`config.mk`:
```
export PLATFORM = sky130hd
export DESIGN_NAME = mem_sp_stream_ctrl_flat
export DESIGN_NICKNAME = d
export VERILOG_FILES = /design/src/rtl/mem_sp_stream_ctrl_if.sv /design/src/rtl/mem_sp_stream_ctrl.sv /design/src/flat_wrapper.sv
export SDC_FILE = /design/constraint.sdc
export NUM_CORES = 1
export LEC_CHECK = 0
export CORE_ASPECT_RATIO = 1.5
export CORE_MARGIN = 5
export CORE_UTILIZATION = 40
export CTS_BUF_LIST = sky130_fd_sc_hd__clkbuf_8 sky130_fd_sc_hd__clkbuf_16
export DETAILED_ROUTE_END_ITERATION = 10
export GPL_TIMING_DRIVEN = 0
export PLACE_DENSITY = 0.76
export SYNTH_ARGS = -nofsm -noshare
export SYNTH_HDL_FRONTEND = slang
export SYNTH_SLANG_ARGS = --single-unit
```
`constraint.sdc`:
```
create_clock -name clk -period 2.1 [get_ports clk]
set_clock_uncertainty 0.05 [all_clocks]
set_input_delay 0.63 -clock clk [delete_from_list [all_inputs] [get_ports clk]]
set_output_delay 0.63 -clock clk [all_outputs]
set_load 0.05 [all_outputs]
```
`src/rtl/mem_sp_stream_ctrl_if.sv`:
```
// -----------------------------------------------------------------------------
// mem_sp_stream_ctrl_if
//   Bundles every signal between the stream controller, its client (command,
//   write stream, read stream, done) and the single-ported RAM it drives.
//
//   Modports
//     slave  : controller view (takes commands and streams, drives the RAM pins)
//     master : client / RAM view (the opposite directions)
//
//   Signals
//     cmd_valid/cmd_ready/cmd_rd/cmd_base/cmd_len : block command handshake
//     wr_data/wr_valid/wr_ready                   : write data stream
//     rd_data/rd_valid/rd_ready                   : read data stream
//     done                                        : one-cycle completion pulse
//     mem_en/mem_we/mem_addr/mem_di/mem_do        : RAM pins
//     csum                                        : XOR checksum, only when
//                                                   MEM_SP_STREAM_CSUM_EN is defined
// -----------------------------------------------------------------------------
interface mem_sp_stream_ctrl_if #(
    parameter int WIDTH = 8,
    parameter int DEPTH = 64
);
    localparam int AW = (DEPTH > 1) ? $clog2(DEPTH) : 1;

    logic             cmd_valid;
    logic             cmd_ready;
    logic             cmd_rd;
    logic [AW-1:0]    cmd_base;
    logic [AW:0]      cmd_len;
    logic [WIDTH-1:0] wr_data;
    logic             wr_valid;
    logic             wr_ready;
    logic [WIDTH-1:0] rd_data;
    logic             rd_valid;
    logic             rd_ready;
    logic             done;
    logic             mem_en;
    logic             mem_we;
    logic [AW-1:0]    mem_addr;
    logic [WIDTH-1:0] mem_di;
    logic [WIDTH-1:0] mem_do;
`ifdef MEM_SP_STREAM_CSUM_EN
    logic [WIDTH-1:0] csum;
`endif

    modport slave (
        input  cmd_valid, cmd_rd, cmd_base, cmd_len,
        input  wr_data, wr_valid, rd_ready, mem_do,
        output cmd_ready, wr_ready, rd_data, rd_valid, done,
`ifdef MEM_SP_STREAM_CSUM_EN
        output csum,
`endif
        output mem_en, mem_we, mem_addr, mem_di
    );

    modport master (
        output cmd_valid, cmd_rd, cmd_base, cmd_len,
        output wr_data, wr_valid, rd_ready, mem_do,
        input  cmd_ready, wr_ready, rd_data, rd_valid, done,
`ifdef MEM_SP_STREAM_CSUM_EN
        input  csum,
`endif
        input  mem_en, mem_we, mem_addr, mem_di
    );
endinterface

```
`src/rtl/mem_sp_stream_ctrl.sv`:
```
// -----------------------------------------------------------------------------
// mem_sp_stream_ctrl
//   Initiator-side controller for a single-ported synchronous RAM (1-cycle
//   registered read, write-first). Turns block commands (base, length,
//   direction) into RAM accesses: write blocks consume a valid/ready input
//   stream at up to one word per cycle, read blocks produce a valid/ready
//   output stream with full backpressure through a 4-entry FIFO.
//
//   Ports
//     clk  : clock, rising edge
//     rst  : asynchronous active-high reset
//     bus  : mem_sp_stream_ctrl_if.slave (command, write stream, read stream,
//            done pulse, RAM pins)
//
//   Optional feature
//     MEM_SP_STREAM_CSUM_EN : adds bus.csum, the XOR of every write beat or
//                             popped read beat of the current command.
// -----------------------------------------------------------------------------
module mem_sp_stream_ctrl #(
    parameter int WIDTH = 8,
    parameter int DEPTH = 64
) (
    input logic                 clk,
    input logic                 rst,
    mem_sp_stream_ctrl_if.slave bus
);
    localparam int AW = (DEPTH > 1) ? $clog2(DEPTH) : 1;

    typedef enum logic [1:0] {IDLE, WR, RD} state_t;

    state_t           state;
    logic [AW-1:0]    ptr;        // next write address / next read address to issue
    logic [AW:0]      remaining;  // WR: beats left, RD: pops left
    logic [AW:0]      to_issue;   // RD: reads not yet issued
    logic             done_r;

    logic             vld_p0;     // a read is presented to the RAM this cycle
    logic [AW-1:0]    addr_p0;
    logic             vld_p1;     // mem_do carries the read presented last cycle

    logic [WIDTH-1:0] fifo_mem [4];
    logic [1:0]       fifo_wp;
    logic [1:0]       fifo_rp;
    logic [2:0]       fifo_cnt;

    logic             accept;
    logic             wr_beat;
    logic             rd_pop;
    logic             issue_go;
    logic [2:0]       outstanding;

    function automatic logic [AW-1:0] next_addr(input logic [AW-1:0] a);
        return (a == AW'(DEPTH - 1)) ? '0 : a + AW'(1);
    endfunction

    assign accept   = bus.cmd_valid && (state == IDLE);
    assign wr_beat  = (state == WR) && bus.wr_valid;
    assign rd_pop   = (fifo_cnt != 3'd0) && bus.rd_ready;

    // Every word that will still land in the FIFO counts against its 4 slots,
    // so issuing only while this is below 4 can never overflow it.
    assign outstanding = fifo_cnt + {2'b00, vld_p0} + {2'b00, vld_p1};
    assign issue_go    = (state == RD) && (to_issue != '0) && (outstanding < 3'd4);

    assign bus.cmd_ready = (state == IDLE);
    assign bus.wr_ready  = (state == WR);
    assign bus.rd_valid  = (fifo_cnt != 3'd0);
    assign bus.rd_data   = (fifo_cnt != 3'd0) ? fifo_mem[fifo_rp] : '0;
    assign bus.done      = done_r;

    // Writes and reads never overlap in time: wr_beat only in WR, vld_p0 only in RD.
    assign bus.mem_en   = wr_beat || vld_p0;
    assign bus.mem_we   = wr_beat;
    assign bus.mem_addr = wr_beat ? ptr : (vld_p0 ? addr_p0 : '0);
    assign bus.mem_di   = wr_beat ? bus.wr_data : '0;

    always_ff @(posedge clk or posedge rst) begin
        if (rst) begin
            state     <= IDLE;
            ptr       <= '0;
            remaining <= '0;
            to_issue  <= '0;
            done_r    <= 1'b0;
            vld_p0    <= 1'b0;
            vld_p1    <= 1'b0;
            fifo_wp   <= '0;
            fifo_rp   <= '0;
            fifo_cnt  <= '0;
        end else begin
            done_r <= 1'b0;

            // ---- stage p0: issue decision -> read presented to RAM ----
            vld_p0 <= issue_go;
            // ---- stage p1: RAM registered read -> mem_do valid ----
            vld_p1 <= vld_p0;
            // ---- stage p2: mem_do captured into FIFO ----
            if (vld_p1) fifo_wp <= fifo_wp + 2'd1;
            if (rd_pop) fifo_rp <= fifo_rp + 2'd1;
            fifo_cnt <= fifo_cnt + {2'b00, vld_p1} - {2'b00, rd_pop};

            case (state)
                IDLE: begin
                    if (accept) begin
                        ptr       <= bus.cmd_base;
                        remaining <= bus.cmd_len;
                        to_issue  <= bus.cmd_len;
                        if (bus.cmd_len == '0)
                            done_r <= 1'b1;
                        else if (bus.cmd_rd)
                            state <= RD;
                        else
                            state <= WR;
                    end
                end
                WR: begin
                    if (wr_beat) begin
                        ptr       <= next_addr(ptr);
                        remaining <= remaining - (AW+1)'(1);
                        if (remaining == (AW+1)'(1)) begin
                            state  <= IDLE;
                            done_r <= 1'b1;
                        end
                    end
                end
                RD: begin
                    if (issue_go) begin
                        ptr      <= next_addr(ptr);
                        to_issue <= to_issue - (AW+1)'(1);
                    end
                    if (rd_pop) begin
                        remaining <= remaining - (AW+1)'(1);
                        if (remaining == (AW+1)'(1)) begin
                            state  <= IDLE;
                            done_r <= 1'b1;
                        end
                    end
                end
                default: state <= IDLE;
            endcase
        end
    end

    // Datapath registers carry no reset; their qualifiers (vld_p0, vld_p1,
    // fifo_cnt) are reset instead.
    always_ff @(posedge clk) begin
        if (issue_go) addr_p0 <= ptr;
        if (vld_p1)   fifo_mem[fifo_wp] <= bus.mem_do;
    end

`ifdef MEM_SP_STREAM_CSUM_EN
    logic [WIDTH-1:0] csum_r;

    always_ff @(posedge clk or posedge rst) begin
        if (rst)
            csum_r <= '0;
        else if (accept)
            csum_r <= '0;
        else if (wr_beat)
            csum_r <= csum_r ^ bus.wr_data;
        else if (rd_pop)
            csum_r <= csum_r ^ fifo_mem[fifo_rp];
    end

    assign bus.csum = csum_r;
`endif

endmodule

```
`src/flat_wrapper.sv`:
```
// flat-port wrapper written by rule: the top's interface ports become plain ports
module mem_sp_stream_ctrl_flat 
#(
    parameter int WIDTH = 8,
    parameter int DEPTH = 64
)
  (clk, rst, bus_cmd_valid, bus_cmd_rd, bus_cmd_base, bus_cmd_len, bus_wr_data, bus_wr_valid, bus_rd_ready, bus_mem_do, bus_cmd_ready, bus_wr_ready, bus_rd_data, bus_rd_valid, bus_done, bus_mem_en, bus_mem_we, bus_mem_addr, bus_mem_di);
  mem_sp_stream_ctrl_if #(.WIDTH(WIDTH), .DEPTH(DEPTH)) bus_i ();
  input logic clk;
  input logic rst;
  input wire logic [$bits(bus_i.cmd_valid)-1:0] bus_cmd_valid;
  input wire logic [$bits(bus_i.cmd_rd)-1:0] bus_cmd_rd;
  input wire logic [$bits(bus_i.cmd_base)-1:0] bus_cmd_base;
  input wire logic [$bits(bus_i.cmd_len)-1:0] bus_cmd_len;
  input wire logic [$bits(bus_i.wr_data)-1:0] bus_wr_data;
  input wire logic [$bits(bus_i.wr_valid)-1:0] bus_wr_valid;
  input wire logic [$bits(bus_i.rd_ready)-1:0] bus_rd_ready;
  input wire logic [$bits(bus_i.mem_do)-1:0] bus_mem_do;
  output wire logic [$bits(bus_i.cmd_ready)-1:0] bus_cmd_ready;
  output wire logic [$bits(bus_i.wr_ready)-1:0] bus_wr_ready;
  output wire logic [$bits(bus_i.rd_data)-1:0] bus_rd_data;
  output wire logic [$bits(bus_i.rd_valid)-1:0] bus_rd_valid;
  output wire logic [$bits(bus_i.done)-1:0] bus_done;
  output wire logic [$bits(bus_i.mem_en)-1:0] bus_mem_en;
  output wire logic [$bits(bus_i.mem_we)-1:0] bus_mem_we;
  output wire logic [$bits(bus_i.mem_addr)-1:0] bus_mem_addr;
  output wire logic [$bits(bus_i.mem_di)-1:0] bus_mem_di;
  assign bus_i.cmd_valid = bus_cmd_valid;
  assign bus_i.cmd_rd = bus_cmd_rd;
  assign bus_i.cmd_base = bus_cmd_base;
  assign bus_i.cmd_len = bus_cmd_len;
  assign bus_i.wr_data = bus_wr_data;
  assign bus_i.wr_valid = bus_wr_valid;
  assign bus_i.rd_ready = bus_rd_ready;
  assign bus_i.mem_do = bus_mem_do;
  assign bus_cmd_ready = bus_i.cmd_ready;
  assign bus_wr_ready = bus_i.wr_ready;
  assign bus_rd_data = bus_i.rd_data;
  assign bus_rd_valid = bus_i.rd_valid;
  assign bus_done = bus_i.done;
  assign bus_mem_en = bus_i.mem_en;
  assign bus_mem_we = bus_i.mem_we;
  assign bus_mem_addr = bus_i.mem_addr;
  assign bus_mem_di = bus_i.mem_di;
  mem_sp_stream_ctrl #(.WIDTH(WIDTH), .DEPTH(DEPTH)) u_core (.clk(clk), .rst(rst), .bus(bus_i));
endmodule
```
======== After elaboration in Yosys (flattened, before gate mapping) ========
Memories as Yosys holds them, arrays and structs flattened.
Index checks and enable logic that the tools add are counted.
cells by class
  div/mod/pow operators ................... 0
  add/subtract/negate cells ............... 9
  $mul .................................... 0
  $lt $le $gt $ge ......................... 1
  shift-type cells ........................ 0
  bitwise operators ....................... 0
  eq/ne operators ......................... 9
  multiplexer cells ....................... 30
  reduce and logical (&&, ||, !) cells .... 16
operators with widths
  kind                   number
  $mux W6                6
  $mux W7                4
  $pmux W7 S3            1
  $pmux W6 S3            1
  $mux W8                2
  $pmux W7 S2            1
  $sub A7 B1 Y7 const B  2
  $mux W2                6
  $reduce_and A4 Y1      3
  $add A3 B1 Y3          3
  $ne A2 B1 Y1 const B   4
  $eq A7 B1 Y1 const B   1
  $logic_not A7 Y1       1
  $mux W1                7
  $reduce_bool A7 Y1     1
  $add A6 B1 Y6 const B  1
  $eq A6 B6 Y1 const B   1
  $pmux W2 S3            1
  $reduce_bool A3 Y1     2
  $logic_and A1 B1 Y1    5
  $add A2 B1 Y2 const B  2
  $lt A3 B3 Y1 const B   1
  $pmux W1 S3            1
  $reduce_and A3 Y1      1
  other kinds (7)        7
storage, ports and cells
  memories kept ........................... 1
  memory bits (writable) .................. 32
  bits of input ports ..................... 35
  latch bits .............................. 0
  bits in read-only memories .............. 0
  register bits after elaboration ......... 38
memories
  name             depth  bits a word  rd ports  clocked after Yosys merged registers in  write ports  line                      source
  u_core.fifo_mem  4      8            1         0                                        1            mem_sp_stream_ctrl.sv:41  logic [WIDTH-1:0] fifo_mem [4];

======== Depth between registers and ports, before layout ========
  depth after elaboration ................. 6
  depth in mapped cells ................... 9

======== Worst setup path after synthesis ========
OpenSTA, ideal clock, no wires.
  path type ............................... flip-flop to output port
  start point ............................. register u_core.state[1]
  end point ............................... output port bus_mem_addr[0]
  arrival time ............................ 2263 ps
  slack ................................... -843 ps
  stages on the path, launching flop included .. 8
  path buffers ............................ 1
  path through ............................ dfrtp_1 -> inv_1 -> ha_1 -> clkbuf_1 -> nand2_1 -> inv_1 -> nand2_1 -> nand2_1
between the ends
  cells in the longest elaborated chain, start to end .. 3
RTL lines
  element                   line                       source
  start: declaration        mem_sp_stream_ctrl.sv:31   state_t state;
  start signal: assignment  mem_sp_stream_ctrl.sv:79   state <= IDLE;
  start signal: assignment  mem_sp_stream_ctrl.sv:110  state <= RD;
  start signal: assignment  mem_sp_stream_ctrl.sv:112  state <= WR;
  $eq A2 B1 Y1              n/a
  via bus_wr_ready          flat_wrapper.sv:20         output wire logic [$bits(bus_i.wr_ready)-1:0] bus_wr_ready;
  $logic_and A1 B1 Y1       mem_sp_stream_ctrl.sv:57   assign wr_beat = (state == WR) && bus.wr_valid;
  via bus_mem_we            flat_wrapper.sv:25         output wire logic [$bits(bus_i.mem_we)-1:0] bus_mem_we;
  $mux W6                   mem_sp_stream_ctrl.sv:74   assign bus.mem_addr = wr_beat ? ptr : (vld_p0 ? addr_p0 : '0);
  end: declaration          flat_wrapper.sv:26         output wire logic [$bits(bus_i.mem_addr)-1:0] bus_mem_addr;
The timed path passes the listed nets, and every way through them passes these cells.

======== Worst setup path after layout ========
  start point ............................. register u_core.state[1]
  end point ............................... output port bus_mem_addr[3]
between the ends
  cells in the longest elaborated chain, start to end .. 3
RTL lines
  element              line
  $eq A2 B1 Y1         mem_sp_stream_ctrl.sv:57
  $logic_and A1 B1 Y1  mem_sp_stream_ctrl.sv:57
  $mux W6              mem_sp_stream_ctrl.sv:74
Every way passes these cells.

==> metrics list <==
- Run status: finished with violations
* Failing checks: setup timing
* Cell family with most CP delay: buffers and inverters
- The share of total power dissipated in sequential elements is 0.273.
- After routing the design area is 5350 um2.
- The tree is rooted in a clkbuf_16.
* Setup CP Type: reg -> out
- Of the total power, the share spent switching nets is 0.405.
- Vias in the first global route: 2902
* Fraction of layout cells with a size suffix above 1: 0.343
- In the final routing, the length of wire on met1 measures 3300 um.
- Main synth FF type: edfxtp_1
* Relative slew margins: 0.615
* Cells traversed along the worst timing path: inv_2 > ha_4 > clkbuf_16 > nand2_8 > clkinvlp_4 > nand2_2 > nand2_4 > buf_6
* DRC Markers: 0
- After floorplanning, the core was divided into 42 placement rows.
- Final Instance Count excl. Fillers: roughly 530
- Type of the worst min-delay path: reg -> reg
- Kind of start point of the critical path: flip-flop
- In this run, distinct cell masters in the synthesized netlist total between 50 and 60.
* Library cell with the largest summed area after synthesis: edfxtp_1
- For the worst setup path, the data required time is about 1.4 ns.
* Total I/O pin count: 63
- Placed Cells: 483
* Final worst slack: -0.268 ns
- The largest single stage delay on the critical path is 0.36 ns.
* Highest net fanout along the worst path: 7
- Synthesis inferred 70 register bits.
* Remaining antenna violation count after routing: 0
- Detailed-routing iteration count for the pre-antenna-repair pass: 4
* Min Clock Period, post-route: 2.37 ns
* Met3 Routed Length: 365 um
* Pin count of the biggest net entering global routing: 33
- Dpl ws: -0.668 ns
* Number of port buffers: 61
- Area share of the largest cell type after synthesis: 0.318
- After clock tree synthesis, the clock-pin slew on the worst setup and hold paths is around 0.05 ns.
* Min-Delay Startpoint: u_core.vld_p0
- The mapped netlist covers 3580 um2.
* First-pass GRT wire length: ~14000 um
- For this configuration, the core starts out at a cell density of 0.408.
- Max Freq: 0.422 GHz
- Highest metal layer used by the detailed router: met4
* Overall routing resource usage: 0.166
* Yosys warning count: 0
- Setup violations remaining at the end of the flow were counted as 39.
* Total met2 wirelength after detailed routing: ~5000 um
- Top post-synthesis cells by count: edfxtp_1 (38), nand2_1 (35), dfrtp_1 (32), nor2_1 (17)
* # Max-Cap Violations: 0
* Antenna violations before repair: 0
- Detail Placement HPWL: 6160 um
* Share of the clock period used by the worst path: 1.13
- 0 antenna diodes ended up in the layout.
- Cts bufs inserted: 9
- The area growth from synthesis to layout is 49.3%.
* Clock sinks: 70
- Bufs on Longest Clock Path: 2
* Mean cell area of the mapped netlist: 11.5 um2
- The design draws 8.67 mW.
* Part of the total power dissipated in the clock network: 0.183
* Vias per inst: 5.45
- The floorplan step defined a core boundary enclosing 8780 um2.
- The routed design has 8890 um of wire.
- Synth async-reset ratio: 0.457
- H-tree Lvls: 3
- Combinational group share of total power: 0.545
* Setup repair after global routing missed its margin: yes
* Hold violation count in the final report: 0
- Die height: 126 um
- Worst r2r src: u_core.to_issue[0]
* Worst path buffer plus inverter count: 4
- Net Switching: ~3.5 mW
- The first routing iteration left 111 violations.
* Syn Inst Count: 312
- TritonCTS built the clock tree.
* Most frequent cell after synthesis: edfxtp_1
* Residual overflow from global routing: 0
- Critical path startpoint: u_core.state[1]
- Source-to-sink clock delay at the later pin of the worst-skew pair: approximately 0.33 ns
* Actual slew at the worst max-slew pin: 0.574 ns
- The count of final max-slew check failures was 0.
- Leakage power figure: approximately 2.1 nW
* Cell type of the slowest stage on the worst timing path: dfrtp_1
* IR drop worst, VDD: 1.09 mV
- Setup total negative slack on the finished layout was measured at -5.23 ns.
- Average wire length per cell after detail routing: 16.9 um
- The number of nets handed over by synthesis was 362.
- Hold_buf cts: 0
- The die covers 11000 um2.
- The congestion estimate from routability-driven global placement came to just over 0.8.
* Category of the worst setup path capture point: primary output
- Dominant cells by area after synthesis: edfxtp_1 (32%), dfrtp_1 (22%), mux4_2 (5.0%)
- For this run, the post-layout net count is 462.
- For this design the ratio of total power to cell area is 1620 nW/um2.
* EDFF count, synth: 38
* Post-place instance area: 4500 um2
- Vias: 2870
* Worst endpoint data arrival time: between 1.5 and 2 ns
* Cell internal power dissipation: ~5.2 mW
* Proportion of synthesized chip area in sequential cells: 0.542
- In this run the horizontal extent of the chip is 87.3 um.
## layout by cell type (no fill, tap or decap), types with 3 or more instances in the layout
cell	n
edfxtp_1	38
clkdlybuf4s50_1	32
dfrtp_1	30
buf_6	22
buf_4	21
nand2_1	19
nor2_1	17
nand3_1	16
inv_1	14
a21oi_1	12
clkbuf_16	11
ha_1	11
buf_8	10
mux2i_1	9
o21ai_0	9
nand2_2	8
mux4_2	8
nor2b_4	8
and3_4	7
nand2_4	7
o22ai_1	5
xnor2_1	5
clkbuf_1	4
nor3_1	4
o22a_1	4
a31oi_1	4
nor4_1	4
and2_1	4
o211ai_1	4
clkbuf_4	3
## layer usage
metal	vias up	track usage
li1	1349	-
met1	1448	0.177
met2	61	0.313
met3	12	0.0399
met4	0	0.0506
met5	-	0
## area by class of cell
class / count / area [um2]
Fill cell: 673 / 3430
Clock inverter: 6 / 77.6
Clock buffer: 10 / 239
Buffer: 13 / 106
Sequential cell: 70 / 1940
Multi-Input combinational cell: 212 / 1820
Tap cell: 110 / 138
Timing Repair Buffer: 90 / 962
Inverter: 16 / 63.8
## path summary, 6_finish.rpt
check	end	slack, ns	cells after the start
max	bus_mem_addr[3]	-0.27	8
min	u_core.vld_p1	0.34	0
max reg2reg	u_core.ptr[2]	-0.18	8
min reg2reg	u_core.vld_p1	0.34	0
max in group asynchronous	u_core.remaining[2]	1.00	3
min in group asynchronous	u_core.ptr[5]	0.55	2
## power groups by stage
stage          clock [mW]  sequential, mW  combinational (mW)
2_1_floorplan           0            2.23                2.94
3_3_place_gp            0            2.31                3.74
3_5_place_dp            0            2.33                3.85
4_1_cts              1.63            2.35                4.44
5_1_grt              1.68            2.42                5.10
6_report             1.58            2.36                4.72
## per-stage QoR
stage                     utilization  hold WS, ns
after floorplan                     -        0.302
after global placement          0.513        0.306
after detailed placement        0.513        0.318
after CTS                       0.588        0.337
after global routing            0.610        0.362
final                           0.610        0.342
## what timing repair did
action,in CTS,in global routing
buffers inserted,17,8
setup endpoints to repair,57,51
pin swaps,18,14
gates cloned,3,0
gates resized for setup,214,40
## sequential cells by signal, summed over array words and instances (netlist names)
signal / cells
u_core.ptr: 6
u_core.vld_p1: 1
u_core.vld_p0: 1
u_core.remaining: 7
u_core.bus.done: 1
u_core.fifo_wp: 2
u_core.fifo_cnt: 3
u_core.to_issue: 7
u_core.fifo_rp: 2
u_core.fifo_mem: 32
u_core.state: 2
u_core.addr_p0: 6
## logic make-up (layout without fill, tap and decap cells)
family,after synthesis,count (layout),share of synthesized area
AO/OA/AOI/OAI,55,55,0.105
flip-flops,70,70,0.542
multiplexers,18,18,0.0782
AND/OR/NAND/NOR,118,118,0.172
buffers and inverters,30,135,0.0342
adder cells (fa/ha/maj),15,15,0.0545
XOR/XNOR,6,6,0.0147
(Power assumes the default switching activity.)
